<file path="config.mk">
export PLATFORM = sky130hd
export DESIGN_NAME = sc_scbc_ulla_arb
export DESIGN_NICKNAME = d
export VERILOG_FILES = /design/src/rtl/sc_scbc_pkg.sv /design/src/rtl/sc_scbc_rr_arb.sv /design/src/rtl/sc_scbc_ulla_arb.sv
export SDC_FILE = /design/constraint.sdc
export NUM_CORES = 1
export LEC_CHECK = 0
export BUFFER_PORTS_ARGS = -buffer_cell sky130_fd_sc_hd__buf_4
export CELL_PAD_IN_SITES_DETAIL_PLACEMENT = 1
export CELL_PAD_IN_SITES_GLOBAL_PLACEMENT = 1
export CORE_MARGIN = 2
export CORE_UTILIZATION = 34
export CTS_CLUSTER_SIZE = 10
export DETAILED_ROUTE_END_ITERATION = 6
export GPL_ROUTABILITY_DRIVEN = 0
export PLACE_DENSITY = 0.79
export RECOVER_POWER = 50
export SLEW_MARGIN = 20
export SYNTH_ARGS = -nofsm -noshare
export SYNTH_HDL_FRONTEND = slang
export SYNTH_HIERARCHICAL = 1
export SYNTH_SLANG_ARGS = --single-unit
</file>
<file path="constraint.sdc">
create_clock -name ULPICLK -period 2.1 [get_ports ULPICLK]
set_clock_uncertainty 0.2 [all_clocks]
set_input_delay 0.315 -clock ULPICLK [delete_from_list [all_inputs] [get_ports ULPICLK]]
set_output_delay 0.315 -clock ULPICLK [all_outputs]
set_load 0.01 [all_outputs]
</file>
<file path="src/rtl/sc_scbc_pkg.sv">
// Shared types and constants for the SCBC ULPI low-level register access blocks.
package sc_scbc_pkg;

  localparam int unsigned SCBC_ULLA_AW = 8;
  localparam int unsigned SCBC_ULLA_DW = 8;

  typedef enum logic [1:0] {
    IDLE    = 2'd0,
    ISSUE   = 2'd1,
    RELEASE = 2'd2
  } scbcUllaArbState_t;

  // Index width that stays legal for a single-entry vector.
  function automatic int unsigned scbc_idx_w(input int unsigned n);
    return (n > 1) ? $clog2(n) : 1;
  endfunction

endpackage

</file>
<file path="src/rtl/sc_scbc_rr_arb.sv">
// Round-robin picker: combinational winner search starting after the stored
// pointer, pointer moves to the winner whenever a pick is taken.
module sc_scbc_rr_arb
  import sc_scbc_pkg::*;
#(
  parameter int unsigned N = 2
) (
  input  logic                         clk,
  input  logic                         rst,
  input  logic [N-1:0]                 i_req,
  input  logic                         i_en,
  output logic [N-1:0]                 o_gnt_oh_c,
  output logic [scbc_idx_w(N)-1:0]     o_gnt_idx_c
);

  localparam int unsigned IW = scbc_idx_w(N);

  logic [IW-1:0] r_ptr;
  logic [N-1:0]  w_gnt_oh;
  logic [IW-1:0] w_gnt_idx;
  logic          w_found;

  // Search pointer+1, pointer+2, ... wrapping modulo N.
  always_comb begin
    logic [IW-1:0] cand;
    w_gnt_oh  = '0;
    w_gnt_idx = '0;
    w_found   = 1'b0;
    cand      = '0;
    for (int unsigned k = 1; k <= N; k++) begin
      cand = IW'((32'(r_ptr) + k) % N);
      if (!w_found && i_req[cand]) begin
        w_found        = 1'b1;
        w_gnt_idx      = cand;
        w_gnt_oh       = '0;
        w_gnt_oh[cand] = 1'b1;
      end
    end
  end

  always_ff @(posedge clk or posedge rst) begin
    if (rst) begin
      r_ptr <= IW'(N - 1);
    end else if (i_en && w_found) begin
      r_ptr <= w_gnt_idx;
    end
  end

  assign o_gnt_oh_c  = w_gnt_oh;
  assign o_gnt_idx_c = w_gnt_idx;

endmodule

</file>
<file path="src/rtl/sc_scbc_ulla_arb.sv">
// Round-robin arbiter for the single ULPI low-level register access channel.
// Optional access timeout is built when SC_SCBC_ULLA_ARB_TIMEOUT_EN is defined.
module sc_scbc_ulla_arb
  import sc_scbc_pkg::*;
#(
  parameter int unsigned NREQ    = 2,
  parameter int unsigned TIMEOUT = 255
) (
  input  logic                           ULPICLK,
  input  logic                           ULPIRST,
  input  logic [NREQ-1:0]                REQ,
  input  logic [NREQ*SCBC_ULLA_AW-1:0]   REQ_ADDR,
  input  logic [NREQ-1:0]                REQ_WR0RD1,
  input  logic [NREQ*SCBC_ULLA_DW-1:0]   REQ_WRDATA,
  output logic [NREQ-1:0]                ACK,
  output logic [NREQ-1:0]                ERR,
  output logic [SCBC_ULLA_DW-1:0]        RDDATA,
  output logic [NREQ-1:0]                GRANT,
  output logic                           BUSY,
  output logic                           ULLA_REQ,
  input  logic                           ULLA_ACK,
  output logic [SCBC_ULLA_AW-1:0]        ULLA_ADDR,
  output logic                           ULLA_WR0RD1,
  output logic [SCBC_ULLA_DW-1:0]        ULLA_WRDATA,
  input  logic [SCBC_ULLA_DW-1:0]        URC_DATA
);

  localparam int unsigned IW = scbc_idx_w(NREQ);
  localparam int unsigned AW = SCBC_ULLA_AW;
  localparam int unsigned DW = SCBC_ULLA_DW;

  if (NREQ < 1 || NREQ > 8) begin : g_bad_nreq
    $error("sc_scbc_ulla_arb: NREQ must be 1..8");
  end
  if (TIMEOUT < 1) begin : g_bad_timeout
    $error("sc_scbc_ulla_arb: TIMEOUT must be >= 1");
  end

  scbcUllaArbState_t r_state, w_state_nxt;
  logic [NREQ-1:0] r_gnt, w_gnt_nxt, r_ack, w_ack_nxt, w_win_oh;
  logic [IW-1:0]   w_win_idx;
  logic            r_busy, w_busy_nxt, r_ulla_req, w_ulla_req_nxt;
  logic            r_wr0rd1, w_wr0rd1_nxt, w_lane_wr0rd1, w_arb_en;
  logic [AW-1:0]   r_addr, w_addr_nxt, w_lane_addr;
  logic [DW-1:0]   r_wrdata, w_wrdata_nxt, w_lane_wrdata, r_rddata, w_rddata_nxt;
`ifdef SC_SCBC_ULLA_ARB_TIMEOUT_EN
  localparam int unsigned CW = $clog2(TIMEOUT + 1);
  logic [NREQ-1:0] r_err, w_err_nxt;
  logic [CW-1:0]   r_tcnt, w_tcnt_nxt;
`endif

  assign w_arb_en = (r_state == IDLE);

  sc_scbc_rr_arb #(.N(NREQ)) u_rr (
    .clk         (ULPICLK),
    .rst         (ULPIRST),
    .i_req       (REQ),
    .i_en        (w_arb_en),
    .o_gnt_oh_c  (w_win_oh),
    .o_gnt_idx_c (w_win_idx)
  );

  // Only the winning lane's fields are looked at.
  always_comb begin
    w_lane_addr   = '0;
    w_lane_wrdata = '0;
    w_lane_wr0rd1 = 1'b0;
    for (int unsigned i = 0; i < NREQ; i++) begin
      if (w_win_idx == IW'(i)) begin
        w_lane_addr   = REQ_ADDR[i*AW +: AW];
        w_lane_wrdata = REQ_WRDATA[i*DW +: DW];
        w_lane_wr0rd1 = REQ_WR0RD1[i];
      end
    end
  end

  always_comb begin
    w_state_nxt    = r_state;
    w_gnt_nxt      = r_gnt;
    w_ack_nxt      = '0;
    w_busy_nxt     = r_busy;
    w_ulla_req_nxt = r_ulla_req;
    w_addr_nxt     = r_addr;
    w_wr0rd1_nxt   = r_wr0rd1;
    w_wrdata_nxt   = r_wrdata;
    w_rddata_nxt   = r_rddata;
`ifdef SC_SCBC_ULLA_ARB_TIMEOUT_EN
    w_err_nxt      = '0;
    w_tcnt_nxt     = r_tcnt;
`endif
    case (r_state)
      IDLE: begin
        if (|REQ) begin
          w_state_nxt    = ISSUE;
          w_gnt_nxt      = w_win_oh;
          w_busy_nxt     = 1'b1;
          w_ulla_req_nxt = 1'b1;
          w_addr_nxt     = w_lane_addr;
          w_wr0rd1_nxt   = w_lane_wr0rd1;
          w_wrdata_nxt   = w_lane_wrdata;
`ifdef SC_SCBC_ULLA_ARB_TIMEOUT_EN
          w_tcnt_nxt     = '0;
`endif
        end
      end
      ISSUE: begin
        // An engine ack on the timeout cycle still completes normally.
        if (ULLA_ACK) begin
          w_state_nxt    = RELEASE;
          w_ack_nxt      = r_gnt;
          w_ulla_req_nxt = 1'b0;
          w_rddata_nxt   = URC_DATA;
        end
`ifdef SC_SCBC_ULLA_ARB_TIMEOUT_EN
        else if (r_tcnt == CW'(TIMEOUT)) begin
          w_state_nxt    = RELEASE;
          w_ack_nxt      = r_gnt;
          w_err_nxt      = r_gnt;
          w_ulla_req_nxt = 1'b0;
          w_rddata_nxt   = '0;
        end else begin
          w_tcnt_nxt     = r_tcnt + CW'(1);
        end
`endif
      end
      RELEASE: begin
        w_state_nxt = IDLE;
        w_gnt_nxt   = '0;
        w_busy_nxt  = 1'b0;
      end
      default: begin
        w_state_nxt = IDLE;
      end
    endcase
  end

  always_ff @(posedge ULPICLK or posedge ULPIRST) begin
    if (ULPIRST) begin
      r_state    <= IDLE;
      r_gnt      <= '0;
      r_ack      <= '0;
      r_busy     <= 1'b0;
      r_ulla_req <= 1'b0;
      r_addr     <= '0;
      r_wr0rd1   <= 1'b0;
      r_wrdata   <= '0;
      r_rddata   <= '0;
`ifdef SC_SCBC_ULLA_ARB_TIMEOUT_EN
      r_err      <= '0;
      r_tcnt     <= '0;
`endif
    end else begin
      r_state    <= w_state_nxt;
      r_gnt      <= w_gnt_nxt;
      r_ack      <= w_ack_nxt;
      r_busy     <= w_busy_nxt;
      r_ulla_req <= w_ulla_req_nxt;
      r_addr     <= w_addr_nxt;
      r_wr0rd1   <= w_wr0rd1_nxt;
      r_wrdata   <= w_wrdata_nxt;
      r_rddata   <= w_rddata_nxt;
`ifdef SC_SCBC_ULLA_ARB_TIMEOUT_EN
      r_err      <= w_err_nxt;
      r_tcnt     <= w_tcnt_nxt;
`endif
    end
  end

  assign ACK         = r_ack;
  assign RDDATA      = r_rddata;
  assign GRANT       = r_gnt;
  assign BUSY        = r_busy;
  assign ULLA_REQ    = r_ulla_req;
  assign ULLA_ADDR   = r_addr;
  assign ULLA_WR0RD1 = r_wr0rd1;
  assign ULLA_WRDATA = r_wrdata;
`ifdef SC_SCBC_ULLA_ARB_TIMEOUT_EN
  assign ERR         = r_err;
`else
  assign ERR         = '0;
`endif

endmodule
</file>
Word level (Yosys, flattened, before mapping)
Index checks and enable logic that the tools add are counted.
{"block": "word_totals", "reg_bits": 34, "inputBits": 47, "output_inout_bits": 33, "word_cells": 62}
{"block": "classes", "n_addsub": 2, "n_lt_le_gt_ge": 4, "n_eq_ne": 4, "n_mux": 28, "n_reduce_logical": 14}
{"operator": "two-way mux 8 bit", "count": 2}
{"operator": "two-way mux 2 bit", "count": 7}
{"operator": "two-way mux 1 bit", "count": 13}
{"operator": "one-hot mux 2 bit (2 select lines)", "count": 2}
{"operator": "AND reduction 2 bit", "count": 4}
{"operator": "logical AND 1 bit", "count": 4}
{"operator": "< comparator 1 x 2 -> 1 bit (second input constant)", "count": 2}
{"operator": "inequality test 2 bit (second input constant)", "count": 2}
{"operator": "one-hot mux 1 bit (2 select lines)", "count": 2}
{"operator": "nonzero test 2 bit", "count": 2}
{"operator": "AND reduction 3 bit", "count": 1}
{"operator": "adder 1 bit (second input constant)", "count": 2}
{"operator": "demux 1 bit (select 1 bit)", "count": 2}
{"operator": "equality test 2 x 1 -> 1 bit (second input constant)", "count": 1}
{"operator": "equality test 2 bit (second input constant)", "count": 1}
{"operator": ">= comparator 1 bit (second input constant)", "count": 2}
{"operator": "logical NOT 2 bit", "count": 1}
{"operator": "OR reduction 2 bit", "count": 1}
{"operator": "logical NOT 1 bit", "count": 1}

Longest topological paths before layout
{"block": "depth", "ltp_word": 9, "mapped_depth": 5, "mapped_depth_nobuf": 4}

Hierarchy
Netlist, hierarchy kept.
{"module": "sc_scbc_ulla_arb", "n_inst": 1, "cells_per_inst": 105, "area_each_um2": 1519.0, "seq_area_each_um2": 825.8}
{"module": "sc_scbc_rr_arb", "n_inst": 1, "cells_per_inst": 8, "area_each_um2": 67.6, "seq_area_each_um2": 26.3}

Least setup slack after synthesis
OpenSTA, ideal clock, no wires.
{"block": "synth_path", "path_type": "register to register", "from": "register u_rr.r_ptr", "to": "register r_addr[0] (netlist: ULLA_ADDR[0])", "setup_ps": 125, "t_arrival_ps": 1461, "required_ps": 1775, "setup_slack_ps": 315, "stages_incl_launch_ff": 6, "path_buffers": 2, "synth_period_minus_slack_ps": 1785, "path_cell_list": "dfstp_2 > a21boi_0 > buf_6 > buf_12 > mux2_4 > mux2_2"}
{"block": "synth_between", "elab_chain_cells": 8, "word_cells_on_any_way": 12, "classes_between": "2 x add/sub; 8 x mux; 2 x reduce/logical"}
{"item": "start: declaration", "line_no": "sc_scbc_rr_arb.sv:18", "rtl": "logic [IW-1:0] r_ptr;"}
{"item": "start signal: assignment", "line_no": "sc_scbc_rr_arb.sv:43", "rtl": "r_ptr <= IW'(N - 1);"}
{"item": "start signal: assignment", "line_no": "sc_scbc_rr_arb.sv:45", "rtl": "r_ptr <= w_gnt_idx;"}
{"item": "adder 1 bit", "line_no": "sc_scbc_rr_arb.sv:31", "rtl": "cand = IW'((32'(r_ptr) + k) % N);"}
{"item": "two-way mux 1 bit (implied by the code) (2 in a row)", "line_no": "sc_scbc_rr_arb.sv:32", "rtl": "if (!w_found && i_req[cand]) begin"}
{"item": "two-way mux 1 bit", "line_no": "sc_scbc_rr_arb.sv:32"}
{"item": "logical NOT 1 bit", "line_no": "sc_scbc_rr_arb.sv:32"}
{"item": "logical AND 1 bit", "line_no": "sc_scbc_rr_arb.sv:32"}
{"item": "two-way mux 1 bit *", "line_no": "sc_scbc_rr_arb.sv:32"}
{"item": "via w_win_idx", "line_no": "sc_scbc_ulla_arb.sv:41", "rtl": "logic [IW-1:0] w_win_idx;"}
{"item": "two-way mux 8 bit *", "line_no": "sc_scbc_ulla_arb.sv:69", "rtl": "if (w_win_idx == IW'(i)) begin"}
{"item": "end signal: assignment", "line_no": "sc_scbc_ulla_arb.sv:158", "rtl": "r_addr <= w_addr_nxt;"}
{"item": "end: declaration", "line_no": "sc_scbc_ulla_arb.sv:44", "rtl": "logic [AW-1:0] r_addr, w_addr_nxt, w_lane_addr;"}
The timed path passes the listed nets; every way through them passes the cells marked *. The select of a mux whose other input is x is not followed.
A chain may end at the register's enable or synchronous reset.

Worst setup path in the final report
{"block": "layout_path", "from": "register u_rr.r_ptr", "to": "register r_wrdata[3] (netlist: ULLA_WRDATA[3])"}
{"block": "layout_between", "elab_chain_cells": 8, "word_cells_on_any_way": 12, "classes_between": "2 x add/sub; 8 x mux; 2 x reduce/logical"}
{"item": "adder 1 bit", "line_no": "sc_scbc_rr_arb.sv:31"}
{"item": "two-way mux 1 bit (implied by the code) (2 in a row)", "line_no": "sc_scbc_rr_arb.sv:32"}
{"item": "two-way mux 1 bit", "line_no": "sc_scbc_rr_arb.sv:32"}
{"item": "logical NOT 1 bit", "line_no": "sc_scbc_rr_arb.sv:32"}
{"item": "logical AND 1 bit", "line_no": "sc_scbc_rr_arb.sv:32"}
{"item": "two-way mux 1 bit *", "line_no": "sc_scbc_rr_arb.sv:32"}
{"item": "via w_win_idx", "line_no": "sc_scbc_ulla_arb.sv:41"}
{"item": "two-way mux 8 bit *", "line_no": "sc_scbc_ulla_arb.sv:69"}
{"item": "end signal: assignment", "line_no": "sc_scbc_ulla_arb.sv:160", "rtl": "r_wrdata <= w_wrdata_nxt;"}
{"item": "end: declaration", "line_no": "sc_scbc_ulla_arb.sv:45", "rtl": "logic [DW-1:0] r_wrdata, w_wrdata_nxt, w_lane_wrdata, r_rddata, w_rddata_nxt;"}
Marks and branches as above.

==> flow_summary_export.csv <==
group,metric,value,unit
clock_tree,cts_tree,"done",
outcome,status,"finished clean",
pwr,power_frac_clock,15.3,%
cells_and_area,most_common_library_cell_in_the_layout_ignoring_fill_and_taps,"sky130_fd_sc_hd__buf_4",
global_routing,grt.total_usage,15.8,%
clock_tree,clk_transition_reported_paths,0.07,ns
critical_path,worst_path_cell_chain,"a21boi_2 -> buf_12 -> mux2_2 -> mux2_1",
routing,total_number_of_vias,1164,
global_routing,first_global_vias,1324,
timing,layout_worst_path_cycle_share,81.9,%
placement,place.detailed.hpwl,2970,um
clock_tree,ctsRootBufferMaster,"sky130_fd_sc_hd__clkbuf_8",
timing,timing.max_slew.rel_slack,45.1,%
floorplan,fp.dieH,72.3,um
floorplan,rows,24,
global_routing,grt.met2_usage,29.2,%
cells_and_area,utilization,50.6,%
cells_and_area,insertedDiodeCount,0,
critical_path,critical-path-slowest-cell,"sky130_fd_sc_hd__dfstp_2",
yosys,synth_area_per_cell,14.0,um^2
floorplan,die_w,72.3,um
critical_path,crit_arrival,1.67,ns
yosys,ys_ff_latch,34,
cells_and_area,fin_area,2230,um^2
routing,detail_route.iter0.violations,38,
critical_path,end_kind,"flip-flop",
routing,postRouteWirelength,3820,um
global_routing,grt_busiest_layer,"met2",
pwr,power_leakage,1.08,nW
cells_and_area,layout.nets,241,
critical_path,startpoint_type,"flip-flop",
cells_and_area,num-fill-cells,485,
pwr,total_power,2.87,mW
global_routing,grt_pass1_wl,6200,um
critical_path,timing.critical_path.required,2.05,ns
critical_path,worst-path-stages,4,
global_routing,grtUsageMet3,3.19,%
routing,detailedRoute.firstPassIterationCount,3,
clock_tree,cts_num_sinks,34,
pwr,combinationalPowerShare,43.9,%
timing,fmax,581,MHz
clock_tree,numCtsBuffers,5,
pwr,powerDensity,1280,nW/um^2
floorplan,io_pins,80,
cells_and_area,final-seq-area,852,um^2
timing,slew_violations,0,
floorplan,die_area,5230,um^2
pwr,power.net_switching,958,uW
placement,numPortBuffers,77,
placement,pre_cts_ws,0.275,ns
clock_tree,htree_levels,2,
cells_and_area,drive_gt1_share,59.8,%
critical_path,crit_fanout,18,
floorplan,fp.coreArea,4410,um^2
cells_and_area,synthToLayoutAreaGrowth,40.8,%
job,maxCapViolations,0,
timing,final_period_minus_worst_setup_slack,1.72,ns
critical_path,critical-path-top-delay-family,"multiplexers",
critical_path,critical_path.n_buffers_inverters,1,
global_routing,grt_max_degree,34,
min_path,hold_depth,2,
min_path,worst_hold_path_type,"in -> reg",
timing,timing.final.setup_violations,0,
critical_path,critPathKind,"reg -> reg",
cells_and_area,multi_input_comb_area,649,um^2
yosys,synthesis.area,1590,um^2
global_routing,met1_usage,17.9,%
routing,wl_per_cell,15.5,um
yosys,ys.warnings.count,6,
timing,worst_slack,0.380,ns
critical_path,cp_slowest_stage_delay,0.39,ns
clock_tree,clockBufferDepth,2,
yosys,postSynthCellCount,113,
pwr,p_int,1.91,mW
cells_and_area,most-common-layout-cells,"64 x sky130_fd_sc_hd__buf_4, 33 x sky130_fd_sc_hd__dfrtp_1, 31 x sky130_fd_sc_hd__mux2_2, 16 x sky130_fd_sc_hd__clkbuf_1, 10 x sky130_fd_sc_hd__mux2_4",
timing,measured_slew_at_the_worst_slew_check_pin,0.823,ns
routing,drt_drc_violations_left,0,
pwr,worst_ir_drop_vdd,0.000461,V
pwr,power_frac_seq,40.8,%
yosys,ys_seq_area_share,53.7,%
yosys,count_of_cell_types_in_the_netlist,26,
placement,post_dp_cell_area,2200,um^2
global_routing,gr_ovfl_total,0,
pwr,switching_share,33.4,%
clock_tree,insertion_delay,0.27,ns
global_routing,antenna_found_initial,0,
timing,setup_total_negative_slack,0,ns
routing,routed_via_density,4.73,
timing,timing_hold_violations_final,0,
routing,final_antenna_net_count,0,
critical_path,r2r_cells,4,
floorplan,floorplan.initialDensity,35.9,%
timing,setup_repair_after_global_routing_missed_its_margin,"no",
repair_timing:
action,CTS,global route
endpoints found under the hold margin,34,0
buffers inserted,0,0
resized for setup,0,0
hold buffers,1,0
through the flow:
step | instances | hold WS, ns
floorplan | 114 | 0.00470
global placement | 238 | 0.129
detailed placement | 238 | 0.132
CTS | 246 | 0.0148
global route | 246 | 0.0237
finish | 246 | 0.0200
cell type report:
cell class	instances	area share (%)
flip-flops and latches	34	38.2
clock buffers	7	3.42
repair buffers	81	25.4
well taps	52	2.91
multi-input cells	66	29.1
inverters	6	1.01
worst reg2reg max path, stage by stage, from the launching register on:
cell                       delay (ns)
sky130_fd_sc_hd__dfstp_2         0.39
sky130_fd_sc_hd__a21boi_2        0.18
sky130_fd_sc_hd__buf_12          0.19
sky130_fd_sc_hd__mux2_2          0.35
sky130_fd_sc_hd__mux2_1          0.29
synth_stat cells:
cell / number / area share (%)
sky130_fd_sc_hd__nor2_2: 1 / 0.39
sky130_fd_sc_hd__dfrtp_1: 33 / 52
sky130_fd_sc_hd__conb_1: 1 / 0.24
sky130_fd_sc_hd__a21oi_1: 2 / 0.63
sky130_fd_sc_hd__buf_6: 1 / 0.71
sky130_fd_sc_hd__mux2_1: 1 / 0.71
sky130_fd_sc_hd__buf_4: 4 / 1.9
sky130_fd_sc_hd__a21boi_0: 1 / 0.47
sky130_fd_sc_hd__o21ai_1: 1 / 0.32
sky130_fd_sc_hd__a22oi_1: 1 / 0.47
sky130_fd_sc_hd__nor3_1: 1 / 0.32
sky130_fd_sc_hd__mux2_2: 31 / 22
sky130_fd_sc_hd__o31ai_1: 1 / 0.47
sky130_fd_sc_hd__dfstp_2: 1 / 1.7
sky130_fd_sc_hd__and2_1: 2 / 0.79
sky130_fd_sc_hd__buf_2: 2 / 0.63
sky130_fd_sc_hd__inv_1: 6 / 1.4
sky130_fd_sc_hd__a21boi_1: 1 / 0.47
sky130_fd_sc_hd__nor2_1: 2 / 0.47
sky130_fd_sc_hd__o21ba_2: 1 / 0.63
sky130_fd_sc_hd__a31oi_1: 1 / 0.39
sky130_fd_sc_hd__nand2_1: 3 / 0.71
sky130_fd_sc_hd__mux2_4: 10 / 9.5
sky130_fd_sc_hd__o21ai_0: 3 / 0.95
sky130_fd_sc_hd__nand3b_1: 1 / 0.47
sky130_fd_sc_hd__buf_12: 1 / 1.3
final timing paths:
| check | startpoint | slack [ns] | to |
|---|---|---|---|
| setup / recovery | u_rr/r_ptr$_DFFE_PP1P_ | 0.38 | ULLA_WRDATA[3]$_DFFE_PP0P_ |
| hold / removal | ULLA_ACK | 0.02 | r_state[0]$_DFFE_PP0P_ |
| setup reg to reg | u_rr/r_ptr$_DFFE_PP1P_ | 0.38 | ULLA_WRDATA[3]$_DFFE_PP0P_ |
| hold reg to reg | ULLA_REQ$_DFFE_PP0P_ | 0.29 | ULLA_REQ$_DFFE_PP0P_ |
| max in group asynchronous | ULPIRST | 0.56 | ULLA_ADDR[7]$_DFFE_PP0P_ |
| min in group asynchronous | ULPIRST | 0.37 | u_rr/r_ptr$_DFFE_PP1P_ |
per-layer routing:
layer	wire length [um]	vias up
met5	0	-
met4	53	0
met3	189	4
met2	2220	39
met1	1360	576
li1	-	545
power groups by stage:
stage / combinational [mW] / sequential [mW] / clock [mW]
2_1_floorplan: 0.611 / 1.28 / 0
6_report: 1.26 / 1.17 / 0.439
5_1_grt: 1.37 / 1.21 / 0.483
3_5_place_dp: 1.37 / 1.18 / 0
4_1_cts: 1.38 / 1.17 / 0.450
3_3_place_gp: 1.32 / 1.16 / 0
sequential cells by signal, indices dropped and copies added (netlist names), 2 cells and up:
name / count
GRANT: 2
RDDATA: 8
ULLA_WRDATA: 8
ACK: 2
r_state: 2
ULLA_ADDR: 8
cell families (layout without fill, tap and decap cells):
group | Yosys count | after routing | synth area share (%)
AO/OA/AOI/OAI | 12 | 12 | 4.81
other | 1 | 2 | 0.236
multiplexers | 42 | 42 | 32.2
AND/OR/NAND/NOR | 10 | 10 | 3.15
buffers and inverters | 14 | 94 | 5.91
flip-flops | 34 | 34 | 53.7
(Power assumes the default switching activity.)
